## config.mk

```make
export PLATFORM = sky130hd
export DESIGN_NAME = pipelined_main_decoder
export DESIGN_NICKNAME = d
export VERILOG_FILES = /design/src/rtl/mips_ctrl_pkg.sv /design/src/rtl/main_decode_lut.sv /design/src/rtl/pipelined_main_decoder.sv
export SDC_FILE = /design/constraint.sdc
export NUM_CORES = 1
export LEC_CHECK = 0
export CELL_PAD_IN_SITES_DETAIL_PLACEMENT = 0
export CELL_PAD_IN_SITES_GLOBAL_PLACEMENT = 1
export CORE_MARGIN = 4
export CORE_UTILIZATION = 31
export CTS_CLUSTER_SIZE = 16
export DETAILED_ROUTE_END_ITERATION = 10
export GPL_TIMING_DRIVEN = 0
export PLACE_DENSITY = 0.73
export SLEW_MARGIN = 10
export SYNTH_ARGS = -nofsm -noshare
export SYNTH_HDL_FRONTEND = slang
export SYNTH_HIERARCHICAL = 1
export SYNTH_SLANG_ARGS = --single-unit
```

## constraint.sdc

```tcl
create_clock -name clk -period 1.5 [get_ports clk]
set_clock_uncertainty 0.05 [all_clocks]
set_input_delay 0.3 -clock clk [delete_from_list [all_inputs] [get_ports clk]]
set_output_delay 0.3 -clock clk [all_outputs]
set_load 0.1 [all_outputs]
```

## src/rtl/mips_ctrl_pkg.sv

```systemverilog
// Shared control-field definitions for the MIPS main decoder
// and its E/M/W control pipeline.
package mips_ctrl_pkg;

  localparam logic [5:0] OP_RTYPE = 6'b000000;
  localparam logic [5:0] OP_LW    = 6'b100011;
  localparam logic [5:0] OP_SW    = 6'b101011;
  localparam logic [5:0] OP_BEQ   = 6'b000100;
  localparam logic [5:0] OP_ADDI  = 6'b001000;
  localparam logic [5:0] OP_J     = 6'b000010;
  localparam logic [5:0] OP_BNE   = 6'b000101;
  localparam logic [5:0] OP_ANDI  = 6'b001100;
  localparam logic [5:0] OP_ORI   = 6'b001101;
  localparam logic [5:0] OP_SLTI  = 6'b001010;
  localparam logic [5:0] OP_LUI   = 6'b001111;
  localparam logic [5:0] OP_JAL   = 6'b000011;

  localparam logic [2:0] ALU_ADD   = 3'b000;
  localparam logic [2:0] ALU_SUB   = 3'b001;
  localparam logic [2:0] ALU_FUNCT = 3'b010;
  localparam logic [2:0] ALU_AND   = 3'b011;
  localparam logic [2:0] ALU_OR    = 3'b100;
  localparam logic [2:0] ALU_SLT   = 3'b101;
  localparam logic [2:0] ALU_LUI   = 3'b110;

  typedef struct packed {
    logic branch;
    logic bne;
    logic jump;
  } ctrl_d_t;

  typedef struct packed {
    logic       regwrite;
    logic       memtoreg;
    logic       memwrite;
    logic       alusrc;
    logic       regdst;
    logic       link;
    logic       zeroext;
    logic [2:0] alu_op;
  } ctrl_e_t;

  typedef struct packed {
    logic regwrite;
    logic memtoreg;
    logic memwrite;
    logic link;
  } ctrl_m_t;

  typedef struct packed {
    logic regwrite;
    logic memtoreg;
    logic link;
  } ctrl_w_t;

  function automatic ctrl_m_t to_m(input ctrl_e_t e);
    ctrl_m_t m;
    m.regwrite = e.regwrite;
    m.memtoreg = e.memtoreg;
    m.memwrite = e.memwrite;
    m.link     = e.link;
    return m;
  endfunction

  function automatic ctrl_w_t to_w(input ctrl_m_t m);
    ctrl_w_t w;
    w.regwrite = m.regwrite;
    w.memtoreg = m.memtoreg;
    w.link     = m.link;
    return w;
  endfunction

endpackage

```

## src/rtl/main_decode_lut.sv

```systemverilog
// Combinational opcode decode table: opcode to control fields
// plus an unrecognised-opcode flag.
module main_decode_lut
  import mips_ctrl_pkg::*;
#(
  parameter int OP_W    = 7,
  parameter int EXT_ISA = 1
) (
  input  logic [OP_W-1:0] op,
  output ctrl_d_t         ctrl_d,
  output ctrl_e_t         ctrl_e,
  output logic            illegal
);

  logic       hi_bad;
  logic       ext;
  logic [6:0] key;

  assign hi_bad = |(op >> 6);
  assign ext    = (EXT_ISA != 0);
  // Upper opcode bits fold into the key so no table row can match.
  assign key    = {hi_bad, op[5:0]};

  always_comb begin
    ctrl_d  = '0;
    ctrl_e  = '0;
    illegal = 1'b0;
    unique case (1'b1)
      key == {1'b0, OP_RTYPE}: begin
        ctrl_e.regwrite = 1'b1;
        ctrl_e.regdst   = 1'b1;
        ctrl_e.alu_op   = ALU_FUNCT;
      end
      key == {1'b0, OP_LW}: begin
        ctrl_e.regwrite = 1'b1;
        ctrl_e.memtoreg = 1'b1;
        ctrl_e.alusrc   = 1'b1;
        ctrl_e.alu_op   = ALU_ADD;
      end
      key == {1'b0, OP_SW}: begin
        ctrl_e.memwrite = 1'b1;
        ctrl_e.alusrc   = 1'b1;
        ctrl_e.alu_op   = ALU_ADD;
      end
      key == {1'b0, OP_BEQ}: begin
        ctrl_d.branch = 1'b1;
        ctrl_e.alu_op = ALU_SUB;
      end
      key == {1'b0, OP_ADDI}: begin
        ctrl_e.regwrite = 1'b1;
        ctrl_e.alusrc   = 1'b1;
        ctrl_e.alu_op   = ALU_ADD;
      end
      key == {1'b0, OP_J}: begin
        ctrl_d.jump = 1'b1;
      end
      ext && key == {1'b0, OP_BNE}: begin
        ctrl_d.branch = 1'b1;
        ctrl_d.bne    = 1'b1;
        ctrl_e.alu_op = ALU_SUB;
      end
      ext && key == {1'b0, OP_ANDI}: begin
        ctrl_e.regwrite = 1'b1;
        ctrl_e.alusrc   = 1'b1;
        ctrl_e.zeroext  = 1'b1;
        ctrl_e.alu_op   = ALU_AND;
      end
      ext && key == {1'b0, OP_ORI}: begin
        ctrl_e.regwrite = 1'b1;
        ctrl_e.alusrc   = 1'b1;
        ctrl_e.zeroext  = 1'b1;
        ctrl_e.alu_op   = ALU_OR;
      end
      ext && key == {1'b0, OP_SLTI}: begin
        ctrl_e.regwrite = 1'b1;
        ctrl_e.alusrc   = 1'b1;
        ctrl_e.alu_op   = ALU_SLT;
      end
      ext && key == {1'b0, OP_LUI}: begin
        ctrl_e.regwrite = 1'b1;
        ctrl_e.alusrc   = 1'b1;
        ctrl_e.alu_op   = ALU_LUI;
      end
      ext && key == {1'b0, OP_JAL}: begin
        ctrl_d.jump     = 1'b1;
        ctrl_e.regwrite = 1'b1;
        ctrl_e.link     = 1'b1;
      end
      default: illegal = 1'b1;
    endcase
  end

endmodule

```

## src/rtl/pipelined_main_decoder.sv

```systemverilog
// Main decoder with E/M/W control pipeline, bubble insertion
// and a saturating illegal-opcode counter.
module pipelined_main_decoder
  import mips_ctrl_pkg::*;
#(
  parameter int OP_W      = 7,
  parameter int ALU_OP_W  = 3,
  parameter int EXT_ISA   = 1,
  parameter int ILL_CNT_W = 8
) (
  input  logic                 clk,
  input  logic                 rst_n,
  input  logic [OP_W-1:0]      op_d,
  input  logic                 valid_d,
  input  logic                 stall_d,
  input  logic                 flush_e,
  output logic                 branch_d,
  output logic                 bne_d,
  output logic                 jump_d,
  output logic                 illegal_d,
  output logic                 regwrite_e,
  output logic                 memtoreg_e,
  output logic                 memwrite_e,
  output logic                 alusrc_e,
  output logic                 regdst_e,
  output logic                 link_e,
  output logic                 zeroext_e,
  output logic [ALU_OP_W-1:0]  alu_op_e,
  output logic                 regwrite_m,
  output logic                 memtoreg_m,
  output logic                 memwrite_m,
  output logic                 link_m,
  output logic                 regwrite_w,
  output logic                 memtoreg_w,
  output logic                 link_w,
  output logic [ILL_CNT_W-1:0] illegal_cnt
);

  localparam logic [ILL_CNT_W-1:0] CNT_ONE = 1;

  ctrl_d_t dec_d;
  ctrl_e_t dec_e;
  logic    dec_ill;

  ctrl_e_t e_q;
  ctrl_m_t m_q;
  ctrl_w_t w_q;
  logic [ILL_CNT_W-1:0] cnt_q;

  logic go;
  logic issue;
  logic count_ill;

  main_decode_lut #(
    .OP_W    (OP_W),
    .EXT_ISA (EXT_ISA)
  ) u_lut (
    .op      (op_d),
    .ctrl_d  (dec_d),
    .ctrl_e  (dec_e),
    .illegal (dec_ill)
  );

  assign branch_d  = valid_d & dec_d.branch;
  assign bne_d     = valid_d & dec_d.bne;
  assign jump_d    = valid_d & dec_d.jump;
  assign illegal_d = valid_d & dec_ill;

  // A stalled or flushed slot never issues, so E sees a bubble.
  assign go        = valid_d & ~stall_d & ~flush_e;
  assign issue     = go & ~dec_ill;
  assign count_ill = go & dec_ill;

  always_ff @(posedge clk or negedge rst_n) begin
    if (!rst_n) begin
      e_q <= '0;
      m_q <= '0;
      w_q <= '0;
    end else begin
      e_q <= issue ? dec_e : '0;
      m_q <= to_m(e_q);
      w_q <= to_w(m_q);
    end
  end

  always_ff @(posedge clk or negedge rst_n) begin
    if (!rst_n) begin
      cnt_q <= '0;
    end else if (count_ill && cnt_q != '1) begin
      cnt_q <= cnt_q + CNT_ONE;
    end
  end

  assign regwrite_e  = e_q.regwrite;
  assign memtoreg_e  = e_q.memtoreg;
  assign memwrite_e  = e_q.memwrite;
  assign alusrc_e    = e_q.alusrc;
  assign regdst_e    = e_q.regdst;
  assign link_e      = e_q.link;
  assign zeroext_e   = e_q.zeroext;
  assign alu_op_e    = ALU_OP_W'(e_q.alu_op);

  assign regwrite_m  = m_q.regwrite;
  assign memtoreg_m  = m_q.memtoreg;
  assign memwrite_m  = m_q.memwrite;
  assign link_m      = m_q.link;

  assign regwrite_w  = w_q.regwrite;
  assign memtoreg_w  = w_q.memtoreg;
  assign link_w      = w_q.link;

  assign illegal_cnt = cnt_q;

endmodule
```

==> run_results.csv <==
group,metric,value,unit
grt,grt_max_degree,26,
floorplanning,io_pins,41,
power,cellLeakagePower,1.02,nW
placed_design,gp_congestion,0.809,
critical_path,critical_path.slowest_cell,"mux2_4",
sta,fin_crit,1700,ps
synth,async_flop_share,100,%
placed_design,io_buffer_count,39,
critical_path,cp_top_family,"simple AND/OR/NAND/NOR gates",
critical_path,rr_endpoint,"illegal_cnt[1]",
clocking,clk_latency,260,ps
critical_path,worstPathRequired,1600,ps
synth,synth_cell_types,41,
floorplanning,die_y,71.9,um
critical_path,path_cells,"buf_6 -> buf_6 -> nand2b_4 -> o21ai_1 -> a32oi_4 -> nand4bb_1 -> buf_6 -> nor3b_4 -> mux2_4",
synth,synth_top_area_share,49.5,%
detailed_routing,viasPerCell,4.87,
floorplanning,start_util,33.3,%
clocking,cts_made_buffers,3,
power,power.total,0.00234,W
detailed_routing,first_pass_iters,4,
sta,fin_ws,-197,ps
grt,grt_remaining_overflow,0,
synth,synth_fp_nets,130,
sta,grt_setup_unrepaired,"true",
critical_path,crit_path_start_kind,"input port",
clocking,clockBufferDepth,2,
detailed_routing,drtAntennaViolNets,0,
synth,yosys.area_share.adder,0.989,%
placed_design,placed_area,1800,sq um
finish,nets,196,
clocking,clk_pin_slew,90,ps
floorplanning,core,3800,sq um
detailed_routing,drc_errors,0,
power,peakVddDrop,0.498,mV
run,drv_cap,0,
sta,setup_violations,10,
clocking,h-tree-depth,1,
grt,grt_usage,12.9,%
finish,final_cells,230,
synth,yosysTopAreaCell,"dfrtp_1",
synth,synthMuxAreaShare,5.04,%
synth,synth_area_leaders,"dfrtp_1 (49%), and2_1 (6.9%), buf_6 (2.7%)",
clocking,cts_tree,"built",
placed_design,dp_cells,204,
grt,antenna_found_initial,0,
sta,slew_viol_final,0,
detailed_routing,wl,3.25,mm
detailed_routing,detail_route.wl_per_cell,14.1,um
finish,area_growth_syn_to_layout,63.2,%
detailed_routing,num_vias,1121,
grt,grt_pass1_vias,1156,
outcome,failed_checks,"hold timing, setup timing",
clocking,clockRootBuffer,"clkbuf_8",
finish,multi_input_area,757,sq um
synth,synthXorXnorAreaFrac,2.08,%
critical_path,cp_slowest_stage_delay,310,ps
floorplanning,chipWidth,71.9,um
finish,nFillCells,345,
synth,synth_compound_area_share,9.99,%
sta,hold_slack,-41.9,ps
outcome,status,"complete, but fails checks",
sta,fmax,0.589,GHz
synth,ys_ff_latch,25,
critical_path,r2r-start,"illegal_cnt[0]",
synth,yosysWarnings,6,
critical_path,critPathMaxFanout,7,
worst_hold_path,min_path_type,"input port to async pin",
finish,seqCellArea,636,sq um
synth,synth_edf_count,0,
synth,synth-simple-area-share,28.2,%
synth,syn-cell-area,1260,sq um
sta,max-slew-margin-rel,64.4,%
synth,synth_top_family_by_area,"simple AND/OR/NAND/NOR gates",
critical_path,cp_common_cell,"buf_6",
floorplanning,die_area,5170,sq um
detailed_routing,drt_iter0_markers,49,
synth,syn_inst,117,
finish,fin_area,2060,sq um
critical_path,reg2reg_slack,-80,ps
finish,diodes,0,
critical_path,reg2reg_depth,4,
critical_path,endpoint_kind,"register",
finish,drive_gt1_share,58.2,%
critical_path,crit_arrival,1800,ps
synth,syn_area_per_cell,10.8,sq um
sta,hold_viol,25,
critical_path,path_class,"input port to register",
floorplanning,fp-row-count,22,
critical_path,critical_path.n_buffers_inverters,3,
power,power_density,1130,nW/um^2
synth,ys_seq_area_share,49.5,%
clocking,cts_sinks,25,
sta,worst_pin_slew,534,ps
grt,grt_pass1_wl,5.32,mm
synth,yosys_most_used_dff,"dfrtp_1",
sta,post-route-period-util,113,%
placed_design,post-dp-hpwl,2.06,mm
area by class of cell:
| class | instances | share of cell area [%] |
|---|---|---|
| Buffer | 4 | 2.61 |
| Clock buffer | 3 | 2.00 |
| Clock inverter | 1 | 0.242 |
| Inverter | 4 | 0.848 |
| Multi-Input combinational cell | 84 | 36.7 |
| Sequential cell | 25 | 30.8 |
| Tap cell | 48 | 2.91 |
| Timing Repair Buffer | 61 | 23.9 |
how the worst max path moves through the flow:
stage	startpoint	to	slack [ps]	depth (start not counted)
global route	op_d[2]	illegal_cnt[7]	-230	9
detailed placement	op_d[1]	illegal_d	-1710	6
CTS	op_d[2]	illegal_d	-190	7
finish	op_d[2]	illegal_cnt[7]	-200	9
global placement	op_d[1]	illegal_d	-1710	6
floorplan	op_d[3]	illegal_cnt[7]	-290	8
per-stage QoR:
step           util, %  TNS, ps  setup WS, ps
5_1_grt           54.3    -1970          -235
3_3_place_gp      47.3   -35240         -1710
4_1_cts           53.9    -1040          -186
2_1_floorplan        -    -1930          -289
3_5_place_dp      47.3   -36940         -1710
6_report          54.3    -1380          -197
registers in the layout (all words and copies together), names as in the netlist:
name / flops
illegal_cnt: 8
alu_op_e: 3
alusrc_e: 1
link_e: 1
link_m: 1
link_w: 1
memtoreg_e: 1
memtoreg_m: 1
memtoreg_w: 1
memwrite_e: 1
memwrite_m: 1
regdst_e: 1
regwrite_e: 1
regwrite_m: 1
regwrite_w: 1
zeroext_e: 1
cell usage after synthesis, types with 3 or more instances:
library cell,count
and2_1,14
inv_1,4
dfrtp_1,25
o21ai_0,3
a21oi_1,5
nor3_1,4
nand2_1,7
nor2_1,7
nand3_1,4
buf_6,3
where the power goes:
part,internal (W),leakage (nW),switching [W]
sequential,0.000760,0.329,0.000104
clock,0.000185,0.0255,0.000203
combinational,0.000277,0.664,0.000808
total,0.00122,1.02,0.00112
layer usage:
layer | vias up | share of wire (%) | GRT usage, %
met4 | 0 | 2.0 | 6.68
met1 | 538 | 44 | 16.2
met2 | 35 | 48 | 21.1
met5 | - | 0 | 0
li1 | 542 | - | -
met3 | 6 | 6.0 | 2.24
what timing repair did:
item / 4_1_cts / 5_1_grt
gates resized for setup: 206 / 21
pin swaps: 8 / 7
endpoints found under the setup margin: 47 / 33
cloned: 0 / 0
setup buffers: 17 / 5
hold buffers: 0 / 0
logic make-up (layout without fill, tap and decap cells):
logic type / after synthesis / in the layout
xor gates and xnor gates: 3 / 3
AOI/OAI and AO/OA: 18 / 18
DFF: 25 / 25
buffers and inverters: 8 / 73
and+or+nand+nor: 57 / 57
muxes: 5 / 5
adders and majority gates: 1 / 1
placed cells by master (no fill, tap or decap), types with 2 or more instances in the layout:
cell type and instances:
a211oi_2 2, a21o_1 2, a21oi_1 5, and2_1 10, and2_4 4, and3_1 2, buf_12 6, buf_2 23
buf_4 21, buf_6 7, clkbuf_4 3, clkbuf_8 3, clkdlybuf4s50_1 2, dfrtp_1 17, dfrtp_2 8, inv_1 3
mux2_4 5, nand2_1 6, nand2b_1 2, nand2b_4 2, nand3_1 4, nand4_1 2, nor2_1 5, nor2_2 2
nor2b_4 2, nor3_4 3, o21ai_0 2, xor2_1 2
(Power assumes the default switching activity.)
